==> src/rtl/fizzbuzz_pkg.sv <==
// Shared types and constants for the FizzBuzz text transmitter: line FSM states,
// ASCII codes, the "FizzBuzz" character ROM and the flag-consistency reference.
package fizzbuzz_pkg;

    typedef enum logic [1:0] {
        S_IDLE,
        S_WORD,
        S_DIGITS,
        S_NEWLINE
    } state_t;

    typedef struct packed {
        logic fizzbuzz;
        logic fizz;
        logic buzz;
    } flags_t;

    localparam logic [7:0] ASCII_NL   = 8'h0A;
    localparam logic [7:0] ASCII_ZERO = 8'h30;

    // "Fizz" and "Buzz" are the two halves of the "FizzBuzz" ROM.
    localparam logic [2:0] FIZZ_FIRST = 3'd0;
    localparam logic [2:0] FIZZ_LAST  = 3'd3;
    localparam logic [2:0] BUZZ_FIRST = 3'd4;
    localparam logic [2:0] BUZZ_LAST  = 3'd7;

    function automatic logic [7:0] word_rom(input logic [2:0] idx);
        logic [7:0] ch;
        unique case (idx)
            3'd0:    ch = 8'h46;  // F
            3'd1:    ch = 8'h69;  // i
            3'd4:    ch = 8'h42;  // B
            3'd5:    ch = 8'h75;  // u
            default: ch = 8'h7A;  // z
        endcase
        return ch;
    endfunction

    function automatic flags_t expected_flags(input logic [7:0] value);
        flags_t f;
        f.fizzbuzz = (value % 8'd15) == 8'd0;
        f.fizz     = ((value % 8'd3) == 8'd0) && !f.fizzbuzz;
        f.buzz     = ((value % 8'd5) == 8'd0) && !f.fizzbuzz;
        return f;
    endfunction

endpackage

==> src/rtl/fizzbuzz_text_tx_if.sv <==
// Result-in / byte-out stream bundle of the FizzBuzz text transmitter.
interface fizzbuzz_text_tx_if;

    logic       in_valid;
    logic       in_ready;
    logic [7:0] in_value;
    logic       in_fizz;
    logic       in_buzz;
    logic       in_fizzbuzz;
    logic       out_valid;
    logic       out_ready;
    logic [7:0] out_data;
    logic       out_last;
    logic       err;

    modport master (
        output in_valid, in_value, in_fizz, in_buzz, in_fizzbuzz, out_ready,
        input  in_ready, out_valid, out_data, out_last, err
    );

    modport slave (
        input  in_valid, in_value, in_fizz, in_buzz, in_fizzbuzz, out_ready,
        output in_ready, out_valid, out_data, out_last, err
    );

endinterface

==> src/rtl/fizzbuzz_bin2bcd.sv <==
// Combinational 8-bit binary to three-digit BCD converter (shift-and-add-3).
module fizzbuzz_bin2bcd (
    input  logic [7:0] bin,
    output logic [3:0] hundreds,
    output logic [3:0] tens,
    output logic [3:0] units
);

    logic [19:0] shift;

    always_comb begin
        shift = {12'd0, bin};
        for (int i = 0; i < 8; i++) begin
            if (shift[11:8]  >= 4'd5) shift[11:8]  = shift[11:8]  + 4'd3;
            if (shift[15:12] >= 4'd5) shift[15:12] = shift[15:12] + 4'd3;
            if (shift[19:16] >= 4'd5) shift[19:16] = shift[19:16] + 4'd3;
            shift = shift << 1;
        end
    end

    assign hundreds = shift[19:16];
    assign tens     = shift[15:12];
    assign units    = shift[11:8];

endmodule

==> src/rtl/fizzbuzz_text_tx_core.sv <==
// Line FSM: takes one FizzBuzz result in IDLE and streams its word or decimal
// digits followed by a newline, flagging inconsistent input flags.
module fizzbuzz_text_tx_core (
    input  logic                clk,
    input  logic                reset,
    fizzbuzz_text_tx_if.slave   bus
);

    import fizzbuzz_pkg::*;

    state_t     state_q, state_d;
    logic [2:0] char_q, char_d;
    logic [2:0] char_end_q, char_end_d;
    logic [1:0] dig_q, dig_d;
    logic [3:0] hun_q, hun_d;
    logic [3:0] ten_q, ten_d;
    logic [3:0] unit_q, unit_d;
    logic       err_q, err_d;

    logic [3:0] bcd_h, bcd_t, bcd_u;
    logic [3:0] digit;
    flags_t     in_flags;

    assign in_flags = {bus.in_fizzbuzz, bus.in_fizz, bus.in_buzz};

    // Digits are captured at acceptance so later in_value changes are ignored.
    fizzbuzz_bin2bcd u_bin2bcd (
        .bin      (bus.in_value),
        .hundreds (bcd_h),
        .tens     (bcd_t),
        .units    (bcd_u)
    );

    // NOTE: every always_comb output gets a default first, so no path can infer a latch.
    always_comb begin
        state_d       = state_q;
        char_d        = char_q;
        char_end_d    = char_end_q;
        dig_d         = dig_q;
        hun_d         = hun_q;
        ten_d         = ten_q;
        unit_d        = unit_q;
        err_d         = err_q;
        digit         = unit_q;
        bus.in_ready  = (state_q == S_IDLE);
        bus.out_valid = (state_q != S_IDLE);
        bus.out_data  = 8'h00;
        bus.out_last  = 1'b0;

        unique case (state_q)
            S_IDLE: begin
                if (bus.in_valid) begin
                    hun_d  = bcd_h;
                    ten_d  = bcd_t;
                    unit_d = bcd_u;
                    err_d  = err_q | (in_flags != expected_flags(bus.in_value));
                    if (in_flags.fizzbuzz) begin
                        state_d    = S_WORD;
                        char_d     = FIZZ_FIRST;
                        char_end_d = BUZZ_LAST;
                    end else if (in_flags.fizz) begin
                        state_d    = S_WORD;
                        char_d     = FIZZ_FIRST;
                        char_end_d = FIZZ_LAST;
                    end else if (in_flags.buzz) begin
                        state_d    = S_WORD;
                        char_d     = BUZZ_FIRST;
                        char_end_d = BUZZ_LAST;
                    end else begin
                        // Skip leading zeros; a zero value still emits its units digit.
                        state_d = S_DIGITS;
                        dig_d   = (bcd_h != 4'd0) ? 2'd0 : (bcd_t != 4'd0) ? 2'd1 : 2'd2;
                    end
                end
            end
            S_WORD: begin
                bus.out_data = word_rom(char_q);
                if (bus.out_ready) begin
                    if (char_q == char_end_q) state_d = S_NEWLINE;
                    else                      char_d  = char_q + 3'd1;
                end
            end
            S_DIGITS: begin
                unique case (dig_q)
                    2'd0:    digit = hun_q;
                    2'd1:    digit = ten_q;
                    default: digit = unit_q;
                endcase
                bus.out_data = ASCII_ZERO | {4'd0, digit};
                if (bus.out_ready) begin
                    if (dig_q == 2'd2) state_d = S_NEWLINE;
                    else               dig_d   = dig_q + 2'd1;
                end
            end
            S_NEWLINE: begin
                bus.out_data = ASCII_NL;
                bus.out_last = 1'b1;
                if (bus.out_ready) state_d = S_IDLE;
            end
            default: state_d = S_IDLE;
        endcase
    end

    assign bus.err = err_q;

    // NOTE: non-blocking assignments, so every flop samples the pre-edge values.
    always_ff @(posedge clk) begin
        if (reset) begin
            state_q    <= S_IDLE;
            char_q     <= '0;
            char_end_q <= '0;
            dig_q      <= '0;
            hun_q      <= '0;
            ten_q      <= '0;
            unit_q     <= '0;
            err_q      <= 1'b0;
        end else begin
            state_q    <= state_d;
            char_q     <= char_d;
            char_end_q <= char_end_d;
            dig_q      <= dig_d;
            hun_q      <= hun_d;
            ten_q      <= ten_d;
            unit_q     <= unit_d;
            err_q      <= err_d;
        end
    end

endmodule

==> src/rtl/fizzbuzz_text_tx.sv <==
// Top level of the FizzBuzz text transmitter: flat ports bundled onto the
// stream interface that feeds the line FSM.
module fizzbuzz_text_tx (
    input  logic       clk,
    input  logic       reset,
    input  logic       in_valid,
    output logic       in_ready,
    input  logic [7:0] in_value,
    input  logic       in_fizz,
    input  logic       in_buzz,
    input  logic       in_fizzbuzz,
    output logic       out_valid,
    input  logic       out_ready,
    output logic [7:0] out_data,
    output logic       out_last,
    output logic       err
);

    fizzbuzz_text_tx_if u_bus ();

    assign u_bus.in_valid    = in_valid;
    assign u_bus.in_value    = in_value;
    assign u_bus.in_fizz     = in_fizz;
    assign u_bus.in_buzz     = in_buzz;
    assign u_bus.in_fizzbuzz = in_fizzbuzz;
    assign u_bus.out_ready   = out_ready;

    assign in_ready  = u_bus.in_ready;
    assign out_valid = u_bus.out_valid;
    assign out_data  = u_bus.out_data;
    assign out_last  = u_bus.out_last;
    assign err       = u_bus.err;

    fizzbuzz_text_tx_core u_core (
        .clk   (clk),
        .reset (reset),
        .bus   (u_bus)
    );

endmodule
==> config.mk <==
export PLATFORM = sky130hd
export DESIGN_NAME = fizzbuzz_text_tx
export DESIGN_NICKNAME = d
export VERILOG_FILES = /design/src/rtl/fizzbuzz_pkg.sv /design/src/rtl/fizzbuzz_text_tx_if.sv /design/src/rtl/fizzbuzz_bin2bcd.sv /design/src/rtl/fizzbuzz_text_tx_core.sv /design/src/rtl/fizzbuzz_text_tx.sv
export SDC_FILE = /design/constraint.sdc
export NUM_CORES = 1
export LEC_CHECK = 0
export ABC_AREA = 1
export BUFFER_PORTS_ARGS = -buffer_cell sky130_fd_sc_hd__buf_4
export CAP_MARGIN = 30
export CORE_UTILIZATION = 45
export CTS_CLUSTER_DIAMETER = 150
export DETAILED_ROUTE_END_ITERATION = 8
export SYNTH_ARGS = -nofsm -noshare
export SYNTH_HDL_FRONTEND = slang
export SYNTH_SLANG_ARGS = --single-unit
==> constraint.sdc <==
create_clock -name clk -period 5.6 [get_ports clk]
set_clock_uncertainty 0.05 [all_clocks]
set_input_delay 0.56 -clock clk [delete_from_list [all_inputs] [get_ports clk]]
set_output_delay 0.56 -clock clk [all_outputs]
set_load 0.02 [all_outputs]
; ---- After elaboration in Yosys (flattened, before gate mapping)
; Index checks and enable logic that the tools add are counted.
[word_totals]
out_inout_bits = 12
mem_bits_rw = 0
input_bits = 15
memories = 0
latchBits = 0
regBits = 23
elab_cells = 143
mem_bits_ro = 0
[op_classes]
n_eq_ne = 22
multipliers = 0
shift = 0
n_reduce_logical = 20
n_div = 3
muxes = 51
n_addsub = 20
n_lt_le_gt_ge = 18
bitwise_logic = 1
[op_table]
columns = cell, n
row1 = $ge A4 B3 Y1 const B, 15
row2 = $mux W3, 16
row3 = $add A4 B2 Y4 const B, 11
row4 = $mux W4, 11
row5 = $mux W2, 17
row6 = $logic_not A8 Y1, 3
row7 = $pmux W6 S4, 1
row8 = $pmux W8 S3, 1
row9 = $ne A2 B2 Y1 const B, 9
row10 = $add A3 B2 Y3 const B, 4
row11 = $mod A8 B2 Y8 const B, 1
row12 = $mod A8 B3 Y8 const B, 1
row13 = $mod A8 B4 Y8 const B, 1
row14 = $pmux W2 S4, 1
row15 = $pmux W4 S2, 1
row16 = $reduce_bool A4 Y1, 2
row17 = $reduce_and A7 Y1, 1
row18 = $add A1 B2 Y3 const AB, 2
row19 = $eq A2 B2 Y1 const B, 3
row20 = $eq A3 B3 Y1 const B, 2
row21 = $ge A1 B3 Y1 const AB, 2
row22 = $pmux W3 S2, 1
row23 = $reduce_and A6 Y1, 1
row24 = $reduce_bool A2 Y1, 3
row25 = 21 further kinds, 25

; ---- Logic depth before layout (Yosys ltp)
; Gate-level depths: netlist (run 1).
[depth]
word_depth = 22
depth_mapped = 39
depth_no_buf = 38

; ---- Modules after synthesis
; A second synthesis (run 1) with hierarchy kept.
[hier_totals]
hier_cells = 628
hier_area_um2 = 3577.2
[by_module_without_submodules]
columns = mod, seq_area_each_um2, n_inst, cells_each, area_each_um2
row1 = fizzbuzz_text_tx_core, 440.4, 1, 493, 2849.0
row2 = fizzbuzz_bin2bcd, 0.0, 1, 135, 728.2

; ---- Least setup slack after synthesis (run 1)
; Ideal clock, no wire load.
[synth_timing]
path_type = input -> register
start = input port in_value[5]
end = register u_core.dig_q[1]
path_slack_ns = 0.452
cell_stages = 39
required_time_ns = 5.479
arrival_ns = 5.027
n_path_buf = 1
setup_time_ns = 0.071
path_cell_list = buf_6 > inv_1 > ha_1 > inv_1 > ha_1 > a21o_2 > xor2_1 > inv_1 > ha_1 > inv_1 > o21ai_1 > nand2_1 > xor2_1 > ha_1 > inv_1 > o21ai_1 > nand3b_1 > o21ai_1 > [3 not listed] > ha_1 > a21oi_1 > inv_1 > xor2_1 > inv_1 > ha_1 > inv_1 > o21ai_0 > nand2_1 > nand2_1 > o21ai_0 > nor2_1 > nand2_1 > nor2_1 > nand3_1 > nand2_1 > nand2_1 > a21oi_1
[synth_via]
elab_chain_cells = 18
elab_cells_between_ends = 45
classes_between = add/sub: 12 / order compare: 12 / mux: 19 / reduce/logical: 2
[synth_lines]
columns = item, line_no
row1 = "start, declared", fizzbuzz_text_tx.sv:8  ; input logic [7:0] in_value,
row2 = $add A4 B2 Y4 / $ge A4 B3 Y1 (equally long branches), fizzbuzz_bin2bcd.sv:14  ; if (shift[11:8] >= 4'd5) shift[11:8] = shift[11:8] + 4'd3;
row3 = $mux W4 (*), fizzbuzz_bin2bcd.sv:14
row4 = $add A4 B2 Y4 (tied with other cells), fizzbuzz_bin2bcd.sv:14
row5 = "$mux W4, on equally long branches", "fizzbuzz_bin2bcd.sv:14, fizzbuzz_bin2bcd.sv:15"
row6 = $add A4 B2 Y4 (tied with other cells), fizzbuzz_bin2bcd.sv:14
row7 = "$mux W4, on equally long branches", "fizzbuzz_bin2bcd.sv:14, fizzbuzz_bin2bcd.sv:15"
row8 = $add A4 B2 Y4 (tied with other cells), fizzbuzz_bin2bcd.sv:14
row9 = "$mux W4, on equally long branches", "fizzbuzz_bin2bcd.sv:14, fizzbuzz_bin2bcd.sv:15"
row10 = [2 not listed], n/a
row11 = $reduce_bool A4 Y1, fizzbuzz_text_tx_core.sv:72  ; dig_d = (bcd_h != 4'd0) ? 2'd0 : (bcd_t != 4'd0) ? 2'd1 : 2'd2;
row12 = $mux W2, fizzbuzz_text_tx_core.sv:72
row13 = $mux W2 (*), fizzbuzz_text_tx_core.sv:72
row14 = $mux W2 (*), fizzbuzz_text_tx_core.sv:65  ; end else if (in_flags.buzz) begin
row15 = $mux W2 (*), fizzbuzz_text_tx_core.sv:61  ; end else if (in_flags.fizz) begin
row16 = $mux W2 (*), fizzbuzz_text_tx_core.sv:57  ; if (in_flags.fizzbuzz) begin
row17 = $mux W2 (*), fizzbuzz_text_tx_core.sv:52  ; if (bus.in_valid) begin
row18 = $pmux W2 S2 (*), fizzbuzz_text_tx_core.sv:50  ; unique case (state_q)
row19 = "end signal, assigned", fizzbuzz_text_tx_core.sv:121  ; dig_q <= dig_d;
row20 = "end, declared", fizzbuzz_text_tx_core.sv:14  ; logic [1:0] dig_q, dig_d;
; Every way passes the cells marked *; elsewhere a longest branch is shown, timed or not. The select of a mux whose other input is x is not followed.
; A chain may end at the register's enable or synchronous reset.

; ---- Worst setup path after layout (run 1)
[layout_timing]
start = input port in_value[6]
end = register u_core.dig_q[1]
[layout_via]
elab_chain_cells = 20
elab_cells_between_ends = 54
classes_between = add/sub: 15 / order compare: 15 / mux: 22 / reduce/logical: 2
[layout_lines]
columns = item, line_no
row1 = $add A4 B2 Y4 / $ge A4 B3 Y1 (equally long branches), fizzbuzz_bin2bcd.sv:14
row2 = $mux W4 (*), fizzbuzz_bin2bcd.sv:14
row3 = $add A4 B2 Y4 (tied with other cells), fizzbuzz_bin2bcd.sv:14
row4 = "$mux W4, on equally long branches", "fizzbuzz_bin2bcd.sv:14, fizzbuzz_bin2bcd.sv:15"
row5 = $add A4 B2 Y4 (tied with other cells), fizzbuzz_bin2bcd.sv:14
row6 = "$mux W4, on equally long branches", "fizzbuzz_bin2bcd.sv:14, fizzbuzz_bin2bcd.sv:15"
row7 = $add A4 B2 Y4 (tied with other cells), fizzbuzz_bin2bcd.sv:14
row8 = "$mux W4, on equally long branches", "fizzbuzz_bin2bcd.sv:14, fizzbuzz_bin2bcd.sv:15"
row9 = [4 not listed], n/a
row10 = $reduce_bool A4 Y1, fizzbuzz_text_tx_core.sv:72
row11 = $mux W2, fizzbuzz_text_tx_core.sv:72
row12 = $mux W2 (*), fizzbuzz_text_tx_core.sv:72
row13 = $mux W2 (*), fizzbuzz_text_tx_core.sv:65
row14 = $mux W2 (*), fizzbuzz_text_tx_core.sv:61
row15 = $mux W2 (*), fizzbuzz_text_tx_core.sv:57
row16 = $mux W2 (*), fizzbuzz_text_tx_core.sv:52
row17 = $pmux W2 S2 (*), fizzbuzz_text_tx_core.sv:50
; Marks and branches as above.

==> results of run 1 <==
-- final cells by class --
type / instances / area [um^2]
clock inverter: 1 / 30.0
tap: 102 / 128
clock buffer: 3 / 41.3
inverter: 111 / 418
sequential: 20 / 400
timing repair buffer: 28 / 210
multi-input combinational: 489 / 2850
fill: 854 / 3770
-- registers in the layout, summed over array words and instances, names as in the netlist --
name and cells:
u_core.bus.err 1, u_core.char_end_q 2, u_core.char_q 3, u_core.dig_q 2, u_core.hun_q 2, u_core.state_q 2
u_core.ten_q 4, u_core.unit_q 4
-- critical path: cells and delay by family --
| family | cells | cell delay (ns) |
|---|---|---|
| xor gates and xnor gates | 3 | 0.57 |
| adders and majority gates | 7 | 1.28 |
| AOI/OAI and AO/OA | 8 | 1.08 |
| and+or+nand+nor | 10 | 0.87 |
| buffers and inverters | 11 | 0.86 |
-- cell families after synthesis --
group | count (synthesis)
buffers and inverters | 125
AO/OA/AOI/OAI | 115
other | 1
adder cells (fa/ha/maj) | 36
AND/OR/NAND/NOR | 326
XOR/XNOR | 11
flip-flops | 20
-- stage by stage --
stage | setup slack [ns] | cells | utilization | TNS, ns | area [um^2]
after CTS | 0.214 | 752 | 0.511 | 0 | 4010
after floorplan | 0.452 | 634 | - | 0 | 3700
after global routing | -0.0462 | 754 | 0.520 | -0.0462 | 4080
final | 0.525 | 754 | 0.520 | 0 | 4080
after global placement | 0.188 | 748 | 0.502 | 0 | 3940
after detailed placement | -0.0637 | 748 | 0.502 | -0.0637 | 3940
-- report_power, final --
group          internal (mW)  switching, mW
Sequential             0.189         0.0299
Combinational          0.341          0.612
Clock                 0.0955         0.0507
Total                  0.626          0.692
-- per-layer routing --
metal	track usage	vias up
li1	-	2065
met1	0.245	1725
met2	0.427	58
met3	0.0123	12
met4	0.0500	0
met5	0	-
-- how the worst max path moves through the flow --
stage / endpoint / slack (ns) / depth (start not counted)
6_report: u_core.dig_q[1] / 0.53 / 39
5_1_grt: u_core.dig_q[1] / -0.05 / 39
4_1_cts: u_core.dig_q[1] / 0.21 / 39
3_5_place_dp: u_core.dig_q[1] / -0.06 / 39
3_3_place_gp: u_core.dig_q[1] / 0.19 / 39
2_1_floorplan: u_core.dig_q[1] / 0.45 / 39
-- cell usage in the layout (no fill, tap or decap), types with 5 or more instances in the layout --
cell type and instances:
xor2_1 8, nand2_1 180, buf_4 28, nand3_2 5, inv_1 89, nand2_4 8
nand2_2 18, o21ai_1 9, a21oi_2 6, inv_2 20, o211ai_1 6, nor2_1 41
nor2_2 6, dfxtp_1 20, a21oi_1 39, o21ai_0 22, ha_1 33, o21ai_2 8
nor3_1 5, nand3_1 46
-- timing repair --
item | in CTS | in global routing
endpoints found under the setup margin | 0 | 6
resized for setup | 0 | 17
buffers inserted | 0 | 2
==> impl_metrics.tcl, run 1 <==
set metrics [dict create \
    status "complete, no violations" \
    drt_wl_total_um 8570 \
    ir_drop_v 0.000117 \
    drv_slew 0 \
    synth_mux_area_frac 0 \
    top_layer_used "met4" \
    post-route-drc-count 0 \
    die_area_um2 8590 \
    synth_compound_area_frac 0.193 \
    synth_flop_cell "dfxtp_1" \
    r2r_slack_ns 3.17 \
    cp_data_required_time_ns 5.75 \
    power_density_nw_per_um2 323 \
    ios 27 \
    synth_fp_nets 685 \
    clk_pin_slew_worst_paths_ns 0.08 \
    cpMaxStageDelayCell "xor2_2" \
    rows 32 \
    synthSimpleGateAreaFrac 0.415 \
    clock_path_buffers 2 \
    fin_crit_sh 0.906 \
    cts_root_buf "clkbuf_8" \
    r2r_start "u_core.state_q[0]" \
    rr_endpoint "u_core.state_q[1]" \
    critical_path.startpoint "in_value[6]" \
    hold_buffers 0 \
    dp_hpwl_um 6890 \
    grt_max_degree 17 \
    hold_violations 0 \
    min_to "u_core.char_end_q[2]" \
    cts_tree "built" \
    fin_nets 704 \
    worstPathMaxFanout 8 \
    initial_core_util 0.472 \
    ant_nets 0 \
    ys.warnings.count 0 \
    worstMarginPinSlew_ns 0.641 \
    htreeDepth 1 \
    die_y_um 92.7 \
    fin_crit_ns 5.07 \
    synthTopCellsByArea "nand2_1 18%, ha_1 12%, dfxtp_1 11%" \
    drive_gt1_frac 0.187 \
    synth_edf_count 0 \
    synth_top_cell_by_area "nand2_1" \
    hold-path-cell-count 2 \
    place_congestion 0.862 \
    synth_xor_xnor_area_share 0.0260 \
    p_total_mw 1.32 \
    reg2regPathDepth 8 \
    drt-initial-drc-count 108 \
    synthArstFlopShare 0 \
    wire_per_inst_um 11.4 \
    whs_ns 0.430 \
    crit_path_frequent_cell "inv_1" \
    yosys.cell_count.top_type "nand2_1" \
    cap_violations 0 \
    wl_met2_um 4340 \
    overflow 0 \
    min_from "u_core.char_end_q[2]" \
    antenna_cells 0 \
    max_freq_mhz 197 \
    clk-insertion-delay-late_ns 0.26 \
    leakagePower_nw 2.21 \
    netlist_instances 634 \
    fp.coreArea_um2 7850 \
    cts_num_sinks 20 \
    cts_made_buffers 3 \
    syn-mean-instance-area_um2 5.84 \
    port_buffers 25 \
    synthTopCellsByCount "182 x nand2_1, 92 x inv_1, 46 x nand3_1, 42 x nor2_1, 40 x a21oi_1" \
    startpoint_type "primary input" \
    met1_length_um 3920 \
    cp.arrival_ns 5.23 \
    yosysUniqueCellTypes 54 \
    num_vias 3860 \
    synth_area_um2 3700 \
    grt_usage 0.214 \
    slew_headroom 0.562 \
    wl_met3_um 215 \
    worstSetupPathType "in2reg" \
    synth_top_area_frac 0.185 \
    die_x_um 92.7 \
    setup_viol 0 \
    ys_seq_elements 20 \
    endpoint_kind "flip-flop" \
    slowest_delay_ns 0.25 \
    min_path_type "reg2reg" \
    synthAdderAreaFrac 0.122 \
    grt_pass1_vias 3781 \
    grt_antenna_before_repair 0 \
    ys_seq_area_frac 0.108 \
    viasPerCell 5.12 \
    synth_top_family_by_area "simple AND/OR/NAND/NOR gates" \
    grt_pass1_wl_um 15500 \
    dr.pass1.iters 4 \
    syn_to_final_growth_pct 10.2 \
]
Power figures use the tool's default switching activity.
==> inputs of run 2 (changes only) <==
--- a/config.mk
+++ b/config.mk
@@ -11,6 +11,7 @@
 export CORE_UTILIZATION = 45
 export CTS_CLUSTER_DIAMETER = 150
 export DETAILED_ROUTE_END_ITERATION = 8
+export REMOVE_ABC_BUFFERS = 1
 export SYNTH_ARGS = -nofsm -noshare
 export SYNTH_HDL_FRONTEND = slang
 export SYNTH_SLANG_ARGS = --single-unit
==> impl_metrics.tcl, run 2 (synthesized netlist as in run 1, its figures left out) <==
set metrics [dict create \
    fin_crit_sh 0.921 \
    cts_root_buf "clkbuf_8" \
    fin_nets 706 \
    hold_violations 0 \
    cp_data_required_time_ns 5.74 \
    fin_area_um2 4060 \
    die_area_um2 8590 \
    initial_core_util 0.472 \
    reg2regPathDepth 8 \
    wire_per_inst_um 10.7 \
    ir_drop_v 0.000127 \
    clk_pin_slew_worst_paths_ns 0.07 \
    syn_to_final_growth_pct 9.60 \
    leakagePower_nw 2.20 \
    cts_num_sinks 20 \
    port_buffers 25 \
    cp.arrival_ns 5.30 \
    min_to "u_core.bus.err" \
    htreeDepth 1 \
    rows 32 \
    largestRegisters "u_core.ten_q x4, u_core.unit_q x4, u_core.char_q x3" \
    drv_slew 0 \
    worstSetupPathType "in2reg" \
    viasPerCell 5.08 \
    dr.pass1.iters 4 \
    post-route-drc-count 0 \
    clock_path_buffers 2 \
    slowest_delay_ns 0.25 \
    layout_common_cells "181 x nand2_1, 90 x inv_1, 46 x nand3_1, 41 x nor2_1, 39 x a21oi_1" \
    status "complete, no violations" \
    endpoint_kind "flip-flop" \
    slew_headroom 0.670 \
    cap_violations 0 \
    cts_tree "built" \
    power_density_nw_per_um2 311 \
    num_vias 3838 \
    drive_gt1_frac 0.184 \
    setup_viol 0 \
    startpoint_type "primary input" \
    multi_input_area_um2 2840 \
    placed_area_um2 3940 \
    antenna_cells 0 \
    hold-path-cell-count 2 \
    fp.coreArea_um2 7850 \
    worstPathMaxFanout 8 \
    regArea_um2 400 \
    grt_pass1_vias 3661 \
    die_y_um 92.7 \
    grt_antenna_before_repair 0 \
    fin_crit_ns 5.16 \
    r2r_start "u_core.state_q[0]" \
    final_cells 755 \
    worstMarginPinSlew_ns 0.490 \
    grt_usage 0.204 \
    place_congestion 0.889 \
    drt_wl_total_um 8110 \
    clk-insertion-delay-late_ns 0.26 \
    r2r_slack_ns 3.43 \
    rr_endpoint "u_core.state_q[1]" \
    layout_commonest_cell "nand2_1" \
    dp.cells 748 \
    min_from "u_core.bus.err" \
    drt-initial-drc-count 97 \
    grt_pass1_wl_um 14900 \
    max_freq_mhz 194 \
    cpMaxStageDelayCell "xor2_2" \
    die_x_um 92.7 \
    dp_hpwl_um 6620 \
    n_fill_cell 828 \
    min_path_type "reg2reg" \
    grt_max_degree 17 \
    crit_path_frequent_cell "inv_1" \
    ant_nets 0 \
    ios 27 \
    cts_made_buffers 3 \
    overflow 0 \
]
-- run 2: cell count changes in the layout (fill, tap and decap cells not counted), sizes merged --
| cell | change |
|---|---|
| bufinv | -1 |
| buf | +2 |
-- run 2: where the power goes --
group | internal, mW | leakage [nW] | total [mW] | switching (mW)
sequential | 0.190 | 0.165 | 0.219 | 0.0294
clock | 0.0479 | 0.0216 | 0.0946 | 0.0466
combinational | 0.345 | 2.02 | 0.949 | 0.605
-- run 2: layout make-up --
type | instances | share of cell area
multi-input cells | 489 | 0.701
inverters | 111 | 0.103
flip-flops and latches | 20 | 0.0987
repair buffers | 30 | 0.0555
well taps | 102 | 0.0315
clock buffers | 3 | 0.0102
-- run 2: how the worst max path moves through the flow --
stage / depth (start not counted) / slack (ns) / to / from
CTS: 39 / 0.21 / u_core.dig_q[1] / in_value[5]
global placement: 39 / 0.20 / u_core.dig_q[1] / in_value[5]
finish: 39 / 0.44 / u_core.dig_q[1] / in_value[6]
floorplan: 38 / 0.58 / u_core.dig_q[1] / in_value[5]
global route: 39 / -0.09 / u_core.dig_q[1] / in_value[6]
detailed placement: 39 / -0.06 / u_core.dig_q[1] / in_value[5]
-- run 2: through the flow --
stage | hold WS [ns] | power [mW] | setup TNS [ns] | utilization | worst slack, ns
floorplan | 0.389 | 0.934 | 0 | - | 0.583
global placement | 0.400 | 1.12 | 0 | 0.502 | 0.202
detailed placement | 0.406 | 1.14 | -0.0575 | 0.502 | -0.0575
CTS | 0.419 | 1.24 | 0 | 0.508 | 0.208
global route | 0.437 | 1.42 | -0.0919 | 0.517 | -0.0902
finish | 0.415 | 1.26 | 0 | 0.517 | 0.440
-- run 2: what timing repair did --
item                       in CTS  in global routing
buffers inserted                0                  4
setup endpoints to repair       0                  4
gates resized for setup         0                 14
hold buffers                    0                  0
-- run 2: metal layers --
metal | track usage | part of all wire | up-vias
li1 | - | - | 2078
met1 | 0.240 | 0.47 | 1713
met2 | 0.406 | 0.51 | 42
met3 | 0.0115 | 0.019 | 5
met4 | 0.0346 | 0.0058 | 0
met5 | 0 | 0 | -
-- run 2: worst max-delay path, delay by kind of cell --
family	cells	cell delay, ns
adder cells (fa/ha/maj)	7	1.30
AO/OA/AOI/OAI	8	1.07
AND/OR/NAND/NOR	10	0.92
buffers and inverters	11	0.87
XOR/XNOR	3	0.56
